--- src/rtl/shifter.sv ---
// shifter: four-channel waveform mixer. Each 8-bit channel pattern is latched
// at frame start and played back MSB first, one bit every STEP_DIV clocks.
// The active channels are summed into a saturating 8-bit amplitude.
module shifter #(
  parameter int unsigned STEP_DIV = 4,
  parameter int unsigned AMP      = 63
) (
  input  logic       clk,
  input  logic       rst_n,
  input  logic [7:0] Chl1,
  input  logic [7:0] Chl2,
  input  logic [7:0] Chl3,
  input  logic [7:0] Chl4,
  output logic [7:0] sound_out
);

  localparam int unsigned DW = (STEP_DIV > 1) ? $clog2(STEP_DIV) : 1;

  logic [DW-1:0] div;
  logic [2:0]    phase;
  logic [7:0]    shadow1, shadow2, shadow3, shadow4;
  logic          frame;
  logic [7:0]    sel1, sel2, sel3, sel4;
  logic [2:0]    n;
  logic [15:0]   sum;

  assign frame = (phase == 3'd0) && (div == '0);

  // Step divider and bit-phase counter; phase advances on each divider wrap
  always_ff @(posedge clk or negedge rst_n) begin
    if (!rst_n) begin
      div   <= '0;
      phase <= '0;
    end else if (div == DW'(STEP_DIV - 1)) begin
      div   <= '0;
      phase <= phase + 3'd1;
    end else begin
      div   <= div + DW'(1);
    end
  end

  // Latch the channel patterns once per frame so mid-frame changes are ignored
  always_ff @(posedge clk or negedge rst_n) begin
    if (!rst_n) begin
      shadow1 <= '0;
      shadow2 <= '0;
      shadow3 <= '0;
      shadow4 <= '0;
    end else if (frame) begin
      shadow1 <= Chl1;
      shadow2 <= Chl2;
      shadow3 <= Chl3;
      shadow4 <= Chl4;
    end
  end

  // Pick the live inputs on the frame-start clock so phase 0 of a new frame
  // already uses the new pattern, then count the active bits at this phase
  always_comb begin
    sel1 = frame ? Chl1 : shadow1;
    sel2 = frame ? Chl2 : shadow2;
    sel3 = frame ? Chl3 : shadow3;
    sel4 = frame ? Chl4 : shadow4;
    n    = 3'(sel1[3'd7 - phase]) + 3'(sel2[3'd7 - phase])
         + 3'(sel3[3'd7 - phase]) + 3'(sel4[3'd7 - phase]);
    sum  = 16'(n) * 16'(AMP);
  end

  // Registered, saturating mix output
  always_ff @(posedge clk or negedge rst_n) begin
    if (!rst_n) begin
      sound_out <= '0;
    end else begin
      sound_out <= (sum > 16'd255) ? 8'hFF : sum[7:0];
    end
  end

endmodule

--- config.mk ---
export PLATFORM = sky130hd
export DESIGN_NAME = shifter
export DESIGN_NICKNAME = d
export VERILOG_FILES = /design/src/rtl/shifter.sv
export SDC_FILE = /design/constraint.sdc
export NUM_CORES = 1
export LEC_CHECK = 0
export ABC_AREA = 1
export BUFFER_PORTS_ARGS = -buffer_cell sky130_fd_sc_hd__buf_2
export CORE_ASPECT_RATIO = 2
export CORE_UTILIZATION = 56
export DETAILED_ROUTE_END_ITERATION = 8
export PLACE_DENSITY = 0.79
export SYNTH_ARGS = -nofsm -noshare
export SYNTH_HDL_FRONTEND = slang
export SYNTH_SLANG_ARGS = --single-unit
--- constraint.sdc ---
create_clock -name clk -period 5.4 [get_ports clk]
set_clock_uncertainty 0.2 [all_clocks]
set_input_delay 0.27 -clock clk [delete_from_list [all_inputs] [get_ports clk]]
set_output_delay 0.27 -clock clk [all_outputs]
set_load 0.02 [all_outputs]
==> impl_metrics.toml, run 1 <==
[outcome]
status = "finished clean"

[global_routing]
grt_pass1_wl_um = 9360
met3_usage_pct = 3.74
antenna_found_initial = 0
grt_overflow = 0
grtUsageTotal_pct = 25.3
grt_use_met2_pct = 44.3
grtUsageMet1_pct = 29.3
grt_pass1_vias = 2120
grt-busiest-layer = "met2"
grt_max_degree = 46

[sta]
layout_min_cycle_time_ns = 5.04
relSlewSlack_pct = 33.7
setup_ws_ns = 0.355
setup_viol = 0
timing.fmax_mhz = 198
finalHoldViolCount = 0
period_share_pct = 93.4
hold-worst-slack_ns = 0.0210
worst_slew_pin_slew_ns = 0.994
fin_setup_tns_ns = 0
slew_viol_final = 0
rsz0062_at_grt = "no"

[pwr]
p_int_mw = 0.566
p_clk_share_pct = 25.3
comb_power_share_pct = 28.5
p_per_area_nw_per_um2 = 276
switching_share_pct = 31.8
seqPwrFrac_pct = 46.2
p_switching_mw = 0.264
peakVddDrop_v = 0.000218
leakage_nw = 1.63

[routing]
dr.pass1.iters = 4
drc = 0
post_drt_wl_per_cell_um = 13.9
ant_nets = 0
avgViaCountPerCell = 5.31
num_vias = 2247
wl_um = 5870
drt_iter0_drc = 47

[worst_setup_path]
crit_path_start_kind = "register"
worst_path_max_delay_cell = "fa_1"
crit_path_max_fanout = 12
cp.arrival_ns = 5.06
critPathKind = "register to register"
cp_slowest_stage_delay_ns = 0.58
required_ns = 5.42
end_kind = "register"
reg2regPathDepth = 25

[clock_tree]
clockRootBuffer = "clkbuf_8"
cts_tree = "done"
insertion_delay_ns = 0.30
clk_pin_slew_ns = 0.07
cts_sinks = 45
htreeDepth = 2
cts_buffers = 5
clock_path_buffers = 2

[placed_design]
io_buffers = 41
place_hpwl_um = 4060
place_congestion = 0.836
placedInstanceArea_um2 = 2810
post-place-ws_ns = 0.243

[yosys]
yosysWarnings = 0
synth-seq-cells = 45
synth_top_cell_area_share_pct = 43.5
synth_nets = 370
synth_cell_type_count = 22
synthCells = 319
synth_top_area_cell = "dfrtp_1"
synth.area.top_cells = "dfrtp_1, nand2_1, nand3_1"
synth_area_um2 = 2590
synth.avg_cell_area_um2 = 8.12
seq_area_frac_synth_pct = 43.5

[layout]
finalNetCount = 420
synthToLayoutAreaGrowth_pct = 16.3
final_area_um2 = 3010
antenna_cells = 0
final_cell_mix = "nand2_1, nand3_1, inv_1"
layout-drive-gt1-share_pct = 17.1
utilization_pct = 68.8
fillers = 387
layout_commonest_cell = "nand2_1"

[floorplan]
die_x_um = 50.1
rows = 34
core_um2 = 4380
design.die.area_um2 = 4920
ios = 42
start_util_pct = 59.1
die_y_um = 98.2

[min_path]
min_path_cells = 3
hold_path.class = "input port to register"

[job]
maxCapViolCount = 0
-- logic make-up (layout without fill, tap and decap cells) --
kind of cell	Yosys count	after routing	share of synthesized area, %
DFF	45	45	43.5
AOI/OAI and AO/OA	2	2	0.386
adders and majority gates	17	17	9.37
xor gates and xnor gates	4	4	1.35
and+or+nand+nor	188	189	34.1
buffers and inverters	63	112	11.4
-- worst max-delay path: cells and delay by family (launching register included) --
kind | cells | cell delay [ns]
adders and majority gates | 8 | 2.50
DFF | 1 | 0.41
and+or+nand+nor | 12 | 1.36
buffers and inverters | 5 | 0.51
-- power groups by stage --
stage          combinational [mW]  sequential (mW)  clock, mW
2_1_floorplan               0.114            0.426          0
3_3_place_gp                0.223            0.391          0
3_5_place_dp                0.232            0.391          0
4_1_cts                     0.237            0.384      0.212
5_1_grt                     0.265            0.388      0.223
6_report                    0.236            0.384      0.210
-- stage by stage --
| stage | cells | power (mW) |
|---|---|---|
| floorplan | 319 | 0.540 |
| CTS | 421 | 0.834 |
| global route | 423 | 0.875 |
| global placement | 408 | 0.614 |
| detailed placement | 408 | 0.623 |
| finish | 423 | 0.830 |
-- registers in the layout, indices dropped and copies added, names as in the netlist --
signal and count:
div 2, phase 3, shadow1 8, shadow2 8, shadow3 8, shadow4 8, sound_out 8
-- layout make-up --
class	count	area (um^2)	area share, %
timing repair buffer	55	325	10.8
sequential	45	1130	37.4
inverter	50	190	6.31
clock buffer	7	86.3	2.87
multi-input combinational	212	1220	40.4
tap	54	67.6	2.24
-- cells in the mapped netlist --
cell type / instances
nand2_1: 92
nand3_1: 60
inv_1: 47
dfrtp_1: 45
and2_1: 16
ha_1: 13
nand4_1: 10
buf_2: 5
buf_6: 5
fa_1: 4
xor2_1: 4
buf_4: 3
nand3b_1: 3
nor2_1: 3
clkinv_1: 2
a21oi_1: 1
inv_4: 1
nand2b_1: 1
nand3_4: 1
nor2_4: 1
nor3_1: 1
o21ai_0: 1
-- path summary, 6_finish.rpt --
path / start / endpoint / slack [ns]
worst min-delay path: Chl2[5] / shadow2[5]$_DFF_PN0_ / 0.02
worst min register to register: shadow3[5]$_DFF_PN0_ / shadow3[5]$_DFF_PN0_ / 0.27
worst max-delay path: div[0]$_DFF_PN0_ / sound_out[4]$_DFF_PN0_ / 0.36
max in group asynchronous: rst_n / shadow2[7]$_DFF_PN0_ / 3.91
min in group asynchronous: rst_n / shadow4[4]$_DFF_PN0_ / 0.47
worst max register to register: div[0]$_DFF_PN0_ / sound_out[4]$_DFF_PN0_ / 0.36
-- per-layer routing --
layer  routed length (um)  part of all wire, %  vias to the layer above
met5                    0                    0                        -
met2                 3260                   55                       71
met4                  125                  2.1                        0
li1                     -                    -                     1102
met1                 2220                   38                     1065
met3                  267                  4.6                        9
-- repair_timing --
item | 4_1_cts | 5_1_grt
endpoints found under the hold margin | 50 | 0
buffers inserted | 0 | 1
hold buffers | 6 | 0
resized for setup | 0 | 7
setup endpoints to repair | 0 | 7
Note: power is estimated with default switching activity, not from simulation.
==> run 2, diff against run 1 <==
--- a/config.mk
+++ b/config.mk
@@ -8,9 +8,10 @@
 export ABC_AREA = 1
 export BUFFER_PORTS_ARGS = -buffer_cell sky130_fd_sc_hd__buf_2
 export CORE_ASPECT_RATIO = 2
-export CORE_UTILIZATION = 56
+export CORE_UTILIZATION = 51
 export DETAILED_ROUTE_END_ITERATION = 8
-export PLACE_DENSITY = 0.79
+export PLACE_DENSITY = 0.76
+export SETUP_SLACK_MARGIN = 0.4
 export SYNTH_ARGS = -nofsm -noshare
 export SYNTH_HDL_FRONTEND = slang
 export SYNTH_SLANG_ARGS = --single-unit
==> constraint.sdc (replaced) <==
create_clock -name clk -period 4.2 [get_ports clk]
set_clock_uncertainty 0.2 [all_clocks]
set_input_delay 0.21 -clock clk [delete_from_list [all_inputs] [get_ports clk]]
set_output_delay 0.21 -clock clk [all_outputs]
set_load 0.02 [all_outputs]
==> impl_metrics.toml, run 2 (synthesis gave the netlist of run 1 again) <==
[sta]
relSlewSlack_pct = 29.7
worst_slew_pin_slew_ns = 1.06
setup_ws_ns = -0.313
rsz0062_at_grt = "yes"
finalHoldViolCount = 0
timing.fmax_mhz = 222
period_share_pct = 107
layout_min_cycle_time_ns = 4.51
setup_viol = 7
slew_viol_final = 0

[pwr]
switching_share_pct = 32.3
p_per_area_nw_per_um2 = 339
p_total_mw = 1.32
peakVddDrop_v = 0.000323
p_int_mw = 0.896
leakage_nw = 2.00
seqPwrFrac_pct = 37.5
p_switching_mw = 0.428
comb_power_share_pct = 36.2
p_clk_share_pct = 26.3

[routing]
num_vias = 2634
post_drt_wl_per_cell_um = 17.3
ant_nets = 0
drt_iter0_drc = 95
drc = 0
dr.pass1.iters = 4
wl_um = 8320
avgViaCountPerCell = 5.49

[worst_setup_path]
end_kind = "register"
required_ns = 4.24
rr_endpoint = "sound_out[4]$_DFF_PN0_"
reg2regPathDepth = 25
cp.arrival_ns = 4.55
rr_startpoint = "phase[1]$_DFFE_PN0P_"
critPathKind = "register to register"
crit_top_cell = "ha_4"
worst_path_max_delay_cell = "fa_1"
cp_slowest_stage_delay_ns = 0.59
crit_path_max_fanout = 8
r2r_setup_slack_ns = -0.31
crit_path_start_kind = "register"

[clock_tree]
htreeDepth = 2
clk_pin_slew_ns = 0.08
clock_path_buffers = 2
cts_sinks = 45
cts_tree = "done"
insertion_delay_ns = 0.31
clockRootBuffer = "clkbuf_8"
cts_buffers = 5

[layout]
layout-drive-gt1-share_pct = 40.7
fillers = 301
multi_input_area_um2 = 1550
final_cell_mix = "nand2_1, dfrtp_1, buf_4"
regArea_um2 = 1130
layout_commonest_cell = "nand2_1"
finalNetCount = 473
synthToLayoutAreaGrowth_pct = 50.5
final_area_um2 = 3900
antenna_cells = 0

[floorplan]
die_y_um = 103
core_um2 = 4860
rows = 36
start_util_pct = 53.2
ios = 42
design.die.area_um2 = 5380
die_x_um = 52.4

[global_routing]
grt_pass1_vias = 2690
grt_pass1_wl_um = 12100
grtUsageTotal_pct = 31.7
grt_overflow = 0
grt_max_degree = 46
antenna_found_initial = 0

[outcome]
violations = "setup timing"
status = "complete, but fails checks"

[min_path]
min_to = "shadow4[1]$_DFF_PN0_"
min_path_cells = 4
hold_path.class = "input port to register"
hold_path_startpoint = "Chl4[1]"

[placed_design]
placedInstanceArea_um2 = 3150
place_congestion = 0.853
place_hpwl_um = 4590
io_buffers = 41

[job]
maxCapViolCount = 0
[run 2: cell types whose count changed in the layout (fill, tap and decap cells not counted), sizes merged]
cell         previous run  this run
buf                    49        94
bufinv                  0         1
dlygate4sd3             6        15
nand3                  62        61
[run 2: per-layer routing]
metal	global-route usage, %	routed length (um)
met1	28.0	2830
met2	58.8	4540
met3	6.19	409
met4	24.7	535
met5	0	0
[run 2: how the worst max path moves through the flow]
| stage | slack (ns) | to | depth (start not counted) | start |
|---|---|---|---|---|
| after floorplan | -0.24 | sound_out[0]$_DFF_PN0_ | 28 | phase[0]$_DFFE_PN0P_ |
| after global routing | -0.60 | sound_out[4]$_DFF_PN0_ | 25 | phase[1]$_DFFE_PN0P_ |
| after CTS | -0.23 | sound_out[2]$_DFF_PN0_ | 25 | phase[0]$_DFFE_PN0P_ |
| after detailed placement | -0.32 | sound_out[2]$_DFF_PN0_ | 25 | div[0]$_DFF_PN0_ |
| after global placement | -0.22 | sound_out[2]$_DFF_PN0_ | 25 | div[0]$_DFF_PN0_ |
| final | -0.31 | sound_out[4]$_DFF_PN0_ | 25 | phase[1]$_DFFE_PN0P_ |
[run 2: critical path: cells and delay by family (launching register included)]
kind,cells,cell delay [ns]
adders and majority gates,8,2.25
and+or+nand+nor,12,1.19
buffers and inverters,5,0.42
DFF,1,0.39
[run 2: layout make-up]
| type | count | area share [%] |
|---|---|---|
| clock buffer | 7 | 2.21 |
| clock inverter | 1 | 0.770 |
| inverter | 50 | 5.10 |
| multi-input combinational | 211 | 39.8 |
| sequential | 45 | 28.9 |
| tap | 57 | 1.83 |
| timing repair buffer | 109 | 21.4 |
[run 2: power groups by stage]
| stage | Clock, mW | Combinational, mW | Sequential, mW |
|---|---|---|---|
| 2_1_floorplan | 0 | 0.169 | 0.548 |
| 3_3_place_gp | 0 | 0.362 | 0.504 |
| 3_5_place_dp | 0 | 0.375 | 0.505 |
| 4_1_cts | 0.350 | 0.449 | 0.497 |
| 5_1_grt | 0.368 | 0.518 | 0.501 |
| 6_report | 0.348 | 0.479 | 0.496 |
[run 2: repair_timing]
item,in CTS,in global routing
pin swaps,13,12
cloned,1,0
hold buffers,15,0
hold endpoints to repair,59,0
resized for setup,55,16
endpoints found under the setup margin,8,8
setup buffers,12,4
[run 2: stage by stage]
step	setup TNS [ns]	util (%)	std cells	hold WS (ns)	worst slack, ns
floorplan	-1.62	-	319	-0.286	-0.241
global placement	-1.31	64.7	440	0.231	-0.220
detailed placement	-2.06	64.7	440	0.235	-0.321
CTS	-1.36	77.9	476	0.000808	-0.227
global route	-3.99	80.1	480	0.0143	-0.597
finish	-2.00	80.1	480	0.0141	-0.313
